`src/rtl/pentary_matvec_engine.sv`:
```
// pentary_matvec_engine
// ---------------------------------------------------------------------------
// Sequential pentary matrix-vector engine. Holds a ROWS x COLS array of
// pentary weight codes, accepts one input vector per valid/ready handshake,
// multiply-accumulates one column per cycle per row with a saturating
// accumulator, and streams each row's requantised pentary digit out through
// a second valid/ready handshake.
//
// Pentary code: 0..4 means value -2..+2 (value = code - 2); codes 5..7 are
// invalid. Invalid codes contribute 0 to the MAC and raise code_err.
//
// Parameters:
//   ROWS   weight rows / output digits per vector
//   COLS   weight columns / input digits per vector
//   ACC_W  signed accumulator width (>= 4)
//   SHIFT  requantisation right shift (0..ACC_W-2), round-half-up
//
// Ports:
//   clk, reset        clock, synchronous active-high reset
//   w_we/w_row/w_col/w_data  weight write port (accepted only when idle)
//   wr_drop           pulse: weight write ignored because engine busy
//   in_valid/in_ready/in_vec  input vector handshake, digit j at [3j+:3]
//   out_valid/out_ready       result handshake
//   out_digit         requantised pentary code
//   out_acc           signed accumulator after optional activation
//   out_row/out_last  row index of result / result is the final row
//   busy              engine not idle
//   code_err          pulse: invalid code written or consumed this cycle
//
// Build option:
//   PENTARY_MATVEC_RELU_EN  clamp the accumulator to max(acc,0) before
//                           out_acc and requantisation.
// ---------------------------------------------------------------------------
module pentary_matvec_engine #(
  parameter int ROWS  = 16,
  parameter int COLS  = 16,
  parameter int ACC_W = 16,
  parameter int SHIFT = 1,
  localparam int ROW_W = (ROWS > 1) ? $clog2(ROWS) : 1,
  localparam int COL_W = (COLS > 1) ? $clog2(COLS) : 1
) (
  input  logic               clk,
  input  logic               reset,
  input  logic               w_we,
  input  logic [ROW_W-1:0]   w_row,
  input  logic [COL_W-1:0]   w_col,
  input  logic [2:0]         w_data,
  output logic               wr_drop,
  input  logic               in_valid,
  output logic               in_ready,
  input  logic [3*COLS-1:0]  in_vec,
  output logic               out_valid,
  input  logic               out_ready,
  output logic [2:0]         out_digit,
  output logic [ACC_W-1:0]   out_acc,
  output logic [ROW_W-1:0]   out_row,
  output logic               out_last,
  output logic               busy,
  output logic               code_err
);

  typedef enum logic [1:0] {
    S_IDLE,
    S_MAC,
    S_EMIT
  } state_t;

  localparam logic [ROW_W-1:0]        LAST_ROW = ROW_W'(ROWS - 1);
  localparam logic [COL_W-1:0]        LAST_COL = COL_W'(COLS - 1);
  localparam logic signed [ACC_W-1:0] ACC_MAX  = {1'b0, {(ACC_W-1){1'b1}}};
  localparam logic signed [ACC_W-1:0] ACC_MIN  = {1'b1, {(ACC_W-1){1'b0}}};
  localparam logic signed [ACC_W-1:0] P2       = ACC_W'(2);
  localparam logic signed [ACC_W-1:0] N2       = ACC_W'(-2);

  // Signed value of a pentary code; invalid codes read as zero.
  function automatic logic signed [3:0] pent_val(input logic [2:0] code);
    pent_val = (code <= 3'd4) ? $signed({1'b0, code} - 4'd2) : 4'sd0;
  endfunction

  function automatic logic pent_bad(input logic [2:0] code);
    pent_bad = (code > 3'd4);
  endfunction

  state_t                  r_state;
  state_t                  w_state_nxt;

  logic [2:0]              r_w [ROWS][COLS];
  logic [2:0]              r_x [COLS];
  logic [ROW_W-1:0]        r_row;
  logic [COL_W-1:0]        r_col;
  logic signed [ACC_W-1:0] r_acc;

  logic [2:0]              r_out_digit;
  logic [ACC_W-1:0]        r_out_acc;
  logic [ROW_W-1:0]        r_out_row;
  logic                    r_out_last;

  logic [2:0]              w_wcode;
  logic [2:0]              w_xcode;
  logic signed [3:0]       w_prod;
  logic signed [ACC_W:0]   w_sum;
  logic signed [ACC_W-1:0] w_acc_nxt;
  logic signed [ACC_W-1:0] w_act;
  logic signed [ACC_W-1:0] w_t;
  logic [2:0]              w_digit;
  logic                    w_addr_ok;

  // ---------------------------------------------------------------------
  // MAC datapath
  // ---------------------------------------------------------------------
  assign w_wcode = r_w[r_row][r_col];
  assign w_xcode = r_x[r_col];

  // Product magnitude is at most 4, so a 4-bit signed product is exact.
  assign w_prod = pent_val(w_wcode) * pent_val(w_xcode);

  // One guard bit detects overflow of the running sum.
  assign w_sum = {r_acc[ACC_W-1], r_acc} + {{(ACC_W-3){w_prod[3]}}, w_prod};

  always_comb begin
    w_acc_nxt = w_sum[ACC_W-1:0];
    if (w_sum[ACC_W] != w_sum[ACC_W-1]) begin
      w_acc_nxt = w_sum[ACC_W] ? ACC_MIN : ACC_MAX;
    end
  end

`ifdef PENTARY_MATVEC_RELU_EN
  assign w_act = w_acc_nxt[ACC_W-1] ? '0 : w_acc_nxt;
`else
  assign w_act = w_acc_nxt;
`endif

  // ---------------------------------------------------------------------
  // Requantisation: round-half-up shift, rounding add saturates high
  // ---------------------------------------------------------------------
  generate
    if (SHIFT == 0) begin : g_noshift
      assign w_t = w_act;
    end else begin : g_shift
      localparam logic [ACC_W:0] RND = (ACC_W+1)'(1) << (SHIFT - 1);
      logic signed [ACC_W:0]   w_rnd;
      logic signed [ACC_W-1:0] w_rsat;
      assign w_rnd  = {w_act[ACC_W-1], w_act} + RND;
      assign w_rsat = (w_rnd[ACC_W] != w_rnd[ACC_W-1]) ? ACC_MAX : w_rnd[ACC_W-1:0];
      assign w_t    = w_rsat >>> SHIFT;
    end
  endgenerate

  always_comb begin
    w_digit = w_t[2:0] + 3'd2;
    if (w_t > P2) begin
      w_digit = 3'd4;
    end else if (w_t < N2) begin
      w_digit = 3'd0;
    end
  end

  // ---------------------------------------------------------------------
  // Control FSM
  // ---------------------------------------------------------------------
  always_ff @(posedge clk) begin
    if (reset) begin
      r_state <= S_IDLE;
    end else begin
      r_state <= w_state_nxt;
    end
  end

  always_comb begin
    w_state_nxt = r_state;
    unique case (r_state)
      S_IDLE: if (in_valid) w_state_nxt = S_MAC;
      S_MAC:  if (r_col == LAST_COL) w_state_nxt = S_EMIT;
      S_EMIT: if (out_ready) w_state_nxt = (r_row == LAST_ROW) ? S_IDLE : S_MAC;
      default: w_state_nxt = S_IDLE;
    endcase
  end

  // ---------------------------------------------------------------------
  // Weight store, vector latch, counters and result registers
  // ---------------------------------------------------------------------
  assign w_addr_ok = (int'(w_row) < ROWS) && (int'(w_col) < COLS);

  always_ff @(posedge clk) begin
    if (reset) begin
      for (int unsigned i = 0; i < ROWS; i++) begin
        for (int unsigned j = 0; j < COLS; j++) begin
          r_w[i][j] <= 3'd2;
        end
      end
      for (int unsigned j = 0; j < COLS; j++) begin
        r_x[j] <= 3'd2;
      end
      r_row       <= '0;
      r_col       <= '0;
      r_acc       <= '0;
      r_out_digit <= 3'd2;
      r_out_acc   <= '0;
      r_out_row   <= '0;
      r_out_last  <= 1'b0;
    end else begin
      unique case (r_state)
        S_IDLE: begin
          // The write commits on the same edge as the handshake, so a
          // simultaneous write is already visible to the first MAC cycle.
          if (w_we && w_addr_ok) begin
            r_w[w_row][w_col] <= pent_bad(w_data) ? 3'd2 : w_data;
          end
          if (in_valid) begin
            for (int unsigned j = 0; j < COLS; j++) begin
              r_x[j] <= in_vec[3*j +: 3];
            end
            r_row <= '0;
            r_col <= '0;
            r_acc <= '0;
          end
        end
        S_MAC: begin
          r_acc <= w_acc_nxt;
          if (r_col == LAST_COL) begin
            r_col       <= '0;
            r_out_acc   <= w_act;
            r_out_digit <= w_digit;
            r_out_row   <= r_row;
            r_out_last  <= (r_row == LAST_ROW);
          end else begin
            r_col <= r_col + 1'b1;
          end
        end
        S_EMIT: begin
          if (out_ready && (r_row != LAST_ROW)) begin
            r_row <= r_row + 1'b1;
            r_col <= '0;
            r_acc <= '0;
          end
        end
        default: ;
      endcase
    end
  end

  // ---------------------------------------------------------------------
  // Outputs
  // ---------------------------------------------------------------------
  assign in_ready  = (r_state == S_IDLE);
  assign busy      = (r_state != S_IDLE);
  assign out_valid = (r_state == S_EMIT);
  assign out_digit = r_out_digit;
  assign out_acc   = r_out_acc;
  assign out_row   = r_out_row;
  assign out_last  = r_out_last;
  assign wr_drop   = w_we && (r_state != S_IDLE);
  assign code_err  = ((r_state == S_IDLE) && w_we && pent_bad(w_data)) ||
                     ((r_state == S_MAC) && (pent_bad(w_wcode) || pent_bad(w_xcode)));

endmodule

```
`config.mk`:
```
export PLATFORM = sky130hd
export DESIGN_NAME = pentary_matvec_engine
export DESIGN_NICKNAME = d
export VERILOG_FILES = /design/src/rtl/pentary_matvec_engine.sv
export SDC_FILE = /design/constraint.sdc
export NUM_CORES = 1
export LEC_CHECK = 0
export ABC_AREA = 1
export CORE_MARGIN = 5
export CORE_UTILIZATION = 40
export DETAILED_ROUTE_END_ITERATION = 8
export GPL_TIMING_DRIVEN = 1
export HOLD_SLACK_MARGIN = 0.02
export PLACE_DENSITY = 0.57
export SLEW_MARGIN = 40
export SYNTH_ARGS = -nofsm -noshare
export SYNTH_HDL_FRONTEND = slang
export SYNTH_SLANG_ARGS = --single-unit
```
`constraint.sdc`:
```
create_clock -name clk -period 15.5 [get_ports clk]
set_input_delay 1.55 -clock clk [delete_from_list [all_inputs] [get_ports clk]]
set_output_delay 1.55 -clock clk [all_outputs]
set_load 0.02 [all_outputs]
```
Yosys cells after proc, flatten, opt, wreduce, memory -nomap -nowiden:

Memories as Yosys holds them, arrays and structs flattened. A register that Yosys moved wholly into a read port is not among the register bits.
Cells that the tools add are included.

* $mul: 1
* reduce and logical (&&, ||, !) cells: 17
* mux-type cells: 60
* bitwise operators: 18
* add/sub/neg operators: 7
* $lt $le $gt $ge: 10
* equal/unequal tests: 11

Operator list (number)
* 2-to-1 mux 48 bit: 3
* 2-to-1 mux 16 bit: 5
* 2-to-1 mux 3 bit: 22
* one-hot mux 16 bit (3 select lines): 1
* OR reduction 48 bit: 1
* 2-to-1 mux 4 bit: 11
* adder 16 x 2 -> 17 bit, second input constant: 1
* adder 16 x 4 -> 17 bit: 1
* OR 1 bit: 16
* greater-than comparator 15 x 3 -> 1 bit, second input constant: 1
* < comparator 15 x 2 -> 1 bit, second input constant: 1
* binary-select mux 3 bit (select 4 bit): 1
* demux 3 bit (select 4 bit): 1
* one-hot mux 4 bit (3 select lines): 1
* greater-or-equal comparator 5 bit, second input constant: 2
* 2-to-1 mux 1 bit: 10
* inverter 4 -> 5 bit: 2
* greater-than comparator 3 bit, second input constant: 3
* AND reduction 3 bit: 3
* adder 4 x 1 -> 4 bit, second input constant: 2
* == test 4 bit, second input constant: 2
* one-hot mux 4 bit (2 select lines): 1
* subtractor 3 x 2 -> 4 bit, second input constant: 2
* less-or-equal comparator 3 bit, second input constant: 2
* other kinds (17): 29

* register bits after elaboration: 50
* input bits: 64
* memories: 2
* output and inout port bits: 29
* word-level logic and storage cells: 134
* memory bits (writable): 816

Memory list
* r_w: words 16, width 48, rd ports 1, clocked after Yosys merged registers in 1, wr ports 16, RTL line 87 `logic [2:0] r_w [ROWS][COLS];`
* r_x: words 16, width 3, rd ports 1, clocked after Yosys merged registers in 1, wr ports 16, RTL line 88 `logic [2:0] r_x [COLS];`

Longest topological paths before layout:

* depth in word-level cells: 16
* gate-level depth with buffers: 61

Worst setup path before layout:

No wires, ideal clock.

* kind: reg2reg
* from: reg with a tool-made name
* to: reg r_out_digit[0] (netlist: out_digit[0])
* setup time: 0.065 ns
* path slack: 8.505 ns
* data required time: 15.435 ns
* cell stages (with the launch flop): 60
* data arrival time: 6.930 ns
* buffers on the path: 5
* path through: dfxtp_1 -> buf_2 -> clkinv_1 -> buf_2 -> buf_2 -> clkbuf_1 -> o21ai_0 -> o22ai_1 -> o211ai_1 -> nand2_1 -> a21oi_1 -> nand3_1 -> nand3_1 -> nand2_1 -> a21oi_1 -> o21ai_0 -> inv_1 -> ha_1 -> [24 not listed] -> xor2_1 -> ha_1 -> inv_1 -> nand2_1 -> inv_1 -> ha_1 -> inv_1 -> nand2_1 -> nand2_1 -> nor2_1 -> nand2_1 -> nor2_1 -> nand2_1 -> nand2_2 -> nand2_1 -> nor2_1 -> nor2_1 -> nor2_1

RTL lines
* to (signal assigned): RTL line 223 `r_out_digit <= w_digit;`
* to (decl): RTL line 93 `logic [2:0] r_out_digit;`

==> impl_metrics.ini <==
[status]
outcome = finished clean

[grt]
gr-total-overflow = 0
grt_max_degree = 184
grt_first_pass_wirelength_mm = 190
antenna_found_initial = 4
number_of_global_route_vias_before_repair = 32000
global_route_usage_over_all_layers_pct = 21.7

[sta]
worst-slew-pin-transition_ns = 0.887
hold_viol = 0
final.period_utilization_pct = 64.7
grt_setup_unrepaired = no
timing_max_transition_violations_final = 0
slew-limit-headroom_pct = 40.9
clk_skew_ns = 0.0209
layout_min_cycle_time_ns = 10.03
max_freq_mhz = 99.7
setup_total_negative_slack_ns = 0
setup-violations-final = 0

[setup_path]
critPathCaptureType = flip-flop
timing.critical_path.required_ns = 16.09
worst_r2r_endpoint = out_digit[0]
reg2reg_setup_slack_ns = 5.47
critical-path-top-cell-by-count = sky130_fd_sc_hd__nand2_1
r2r.worst_path.cells = 54
timing.critical_path.slowest_cell_delay_ns = 0.77
start_kind = flip-flop
cp.arrival_ns = 10.62
cp_max_fo = 151
criticalPathCategory = flip-flop to flip-flop
critical_path.slowest_cell = sky130_fd_sc_hd__buf_4

[worst_hold_path]
whs_path_depth = 2
timing.hold.worst.class = flip-flop to flip-flop
worst_min_delay_path_startpoint = r_acc[0]
holdPathEnd = r_acc[0]

[route]
drcViolationCount = 0
vias = 33200
vias_per_cell = 5.41
number_of_detailed_route_iterations_in_the_first_pass = 5
drt-total-wl_mm = 125
drt_first_iter_violations = 3327
antenna_nets_post_route = 0
routed_wire_length_per_instance_um = 20.5

[power]
max-vdd-ir-drop_mv = 0.0836
power_switching_share_pct = 26.6
power_report.internal_total_mw = 4.09
combinationalPowerShare_pct = 12.2
design_power_total_mw = 5.57
power-per-cell-area_mw_per_mm2 = 117
netSwitchingPower_mw = 1.48
cellLeakagePower_nw = 16.2
power.share.clock_pct = 40.1
pwr-share-seq_pct = 47.8

[placement]
place_congestion = 0.879
numPortBuffers = 92
dp_hpwl_mm = 74.1

[layout]
drive_above_1_share_pct = 5.44
multiInputGateArea_mm2 = 0.0142
final_net_count = 4741
area.sequential_mm2 = 0.0257
area_growth_syn_to_layout_pct = 11.5
num-fill-cells = 10100

[die]
boundary_pins = 93
die_h_um = 337
die_width_um = 337
design.core.area_mm2 = 0.107
rows = 120
fp.dieArea_mm2 = 0.114
initial_core_util_pct = 40.1

[flow_run]
cap_violations = 0

[clocking]
cts-root-buf = sky130_fd_sc_hd__clkbuf_16
tritoncts_clock_tree = done
post_cts_setup_buffers = 0
clk_pin_slew_worst_paths_ns = 0.06
cts_buffer_depth = 3
cts_num_sinks = 874
clkLatencyLatePin_ns = 0.67
maximum_level_of_the_cts_h_tree = 3
cts-buffers-inserted = 95
holdBufCountCts = 0
total_of_cells_resized_after_clock_tree_synthesis = 0

[synth]
avgSynthCellArea_um2 = 9.02
synth_seq_cells = 874
syn-cell-area_mm2 = 0.0428
post_synth_inst_count = 4750
yosysWarningCount = 0
yosys.cell_types.count = 47
synth_sequential_area_ratio_pct = 59.9
synth.net_count = 4842
[how the worst max path moves through the flow]
stage | start | end | slack [ns] | depth (start not counted)
5_1_grt | flip-flop | out_digit[0] | 4.46 | 56
3_5_place_dp | flip-flop | out_digit[0] | 5.48 | 54
4_1_cts | flip-flop | out_digit[0] | 5.43 | 54
3_3_place_gp | flip-flop | out_digit[0] | 5.64 | 57
6_report | flip-flop | out_digit[0] | 5.47 | 54
2_1_floorplan | flip-flop | out_digit[0] | 8.50 | 59
[stage by stage]
stage          hold slack [ns]  utilization, %  area [um^2]  cells  setup WS, ns
2_1_floorplan            0.450               -        42800   4750          8.50
3_3_place_gp             0.463            41.8        44600   5952          5.64
3_5_place_dp             0.466            41.9        44700   5953          5.48
4_1_cts                  0.476            44.7        47700   6128          5.43
5_1_grt                  0.499            44.7        47800   6131          4.46
6_report                 0.474            44.8        47800   6133          5.47
[cell usage in the layout, fill, tap and decap left out, types with 54 or more instances in the layout]
cell	count
sky130_fd_sc_hd__o221ai_1	150
sky130_fd_sc_hd__a21oi_1	76
sky130_fd_sc_hd__nand3_1	153
sky130_fd_sc_hd__nor2_1	1293
sky130_fd_sc_hd__nand2_1	748
sky130_fd_sc_hd__clkbuf_16	97
sky130_fd_sc_hd__o21ai_0	430
sky130_fd_sc_hd__clkdlybuf4s50_1	91
sky130_fd_sc_hd__edfxtp_1	816
sky130_fd_sc_hd__dfxtp_1	54
sky130_fd_sc_hd__inv_1	430
[final cells by class]
class	count	area share, %
repair buffers	137	2.84
well taps	1403	3.67
diodes	3	0.0157
inverters	454	3.65
clock inverters	61	1.08
flip-flops and latches	874	53.7
clock buffers	114	5.24
multi-input cells	3087	29.8
[worst max-delay path, delay by kind of cell (launching register included)]
| kind | cells | cell delay, ns |
|---|---|---|
| adders and majority gates | 6 | 1.58 |
| xor gates and xnor gates | 3 | 0.53 |
| and+or+nand+nor | 31 | 3.18 |
| AOI/OAI and AO/OA | 5 | 1.03 |
| buffers and inverters | 9 | 2.93 |
| DFF | 1 | 0.53 |
[cell families after synthesis]
family	after synthesis	synth area share, %
adder cells (fa/ha/maj)	28	0.835
flip-flops	874	59.9
XOR/XNOR	15	0.307
buffers and inverters	789	7.04
multiplexers	12	0.283
AO/OA/AOI/OAI	765	10.8
AND/OR/NAND/NOR	2267	20.8
[power groups by stage]
stage | combinational (mW) | clock, mW | sequential (mW)
after CTS | 0.670 | 2.26 | 2.66
final | 0.677 | 2.23 | 2.66
after detailed placement | 0.668 | 0 | 2.71
after floorplan | 0.472 | 0 | 2.70
after global routing | 0.747 | 2.36 | 2.67
after global placement | 0.662 | 0 | 2.71
[cell usage after synthesis (all sizes together)]
master      n  area share [%]
o221ai    150             3.1
a211oi      2           0.035
o31ai       1           0.018
o211ai     40            0.70
nor2     1303              12
nor4        2           0.029
nor3       11            0.13
a2111oi     1           0.020
xnor2       7            0.14
nand2     768             6.9
clkbuf    300             2.6
or2        18            0.26
inv       450             3.9
xor2        8            0.16
o21ai     435             5.1
o22ai      41            0.60
fa          1           0.047
a2bb2oi     1           0.020
nand3b      1           0.018
nand4      11            0.18
ha         27            0.79
buf        35            0.44
o21bai      1           0.018
mux2i      11            0.26
nand3     153             1.8
o21a        5           0.088
a31oi       5           0.073
clkinv      4           0.035
edfxtp    816              57
a32o        1           0.023
dfxtp      58             2.7
mux2        1           0.026
a21oi      82             1.1
[flip-flops by register name, summed over array words and instances (netlist names), named ones only]
| register | cells |
|---|---|
| r_acc | 16 |
| r_col | 4 |
| r_w | 768 |
| r_row | 4 |
| out_acc | 16 |
| out_last | 1 |
| out_row | 4 |
| r_x | 48 |
| r_state | 2 |
| out_digit | 3 |
[metal layers]
layer | global-route usage [%] | vias to the layer above | share of wire [%]
met5 | 0 | - | 0.0096
li1 | - | 15700 | -
met1 | 29.7 | 16000 | 43
met2 | 35.7 | 1193 | 47
met3 | 3.16 | 214 | 7.4
met4 | 6.88 | 2 | 3.1
(Power assumes the default switching activity.)
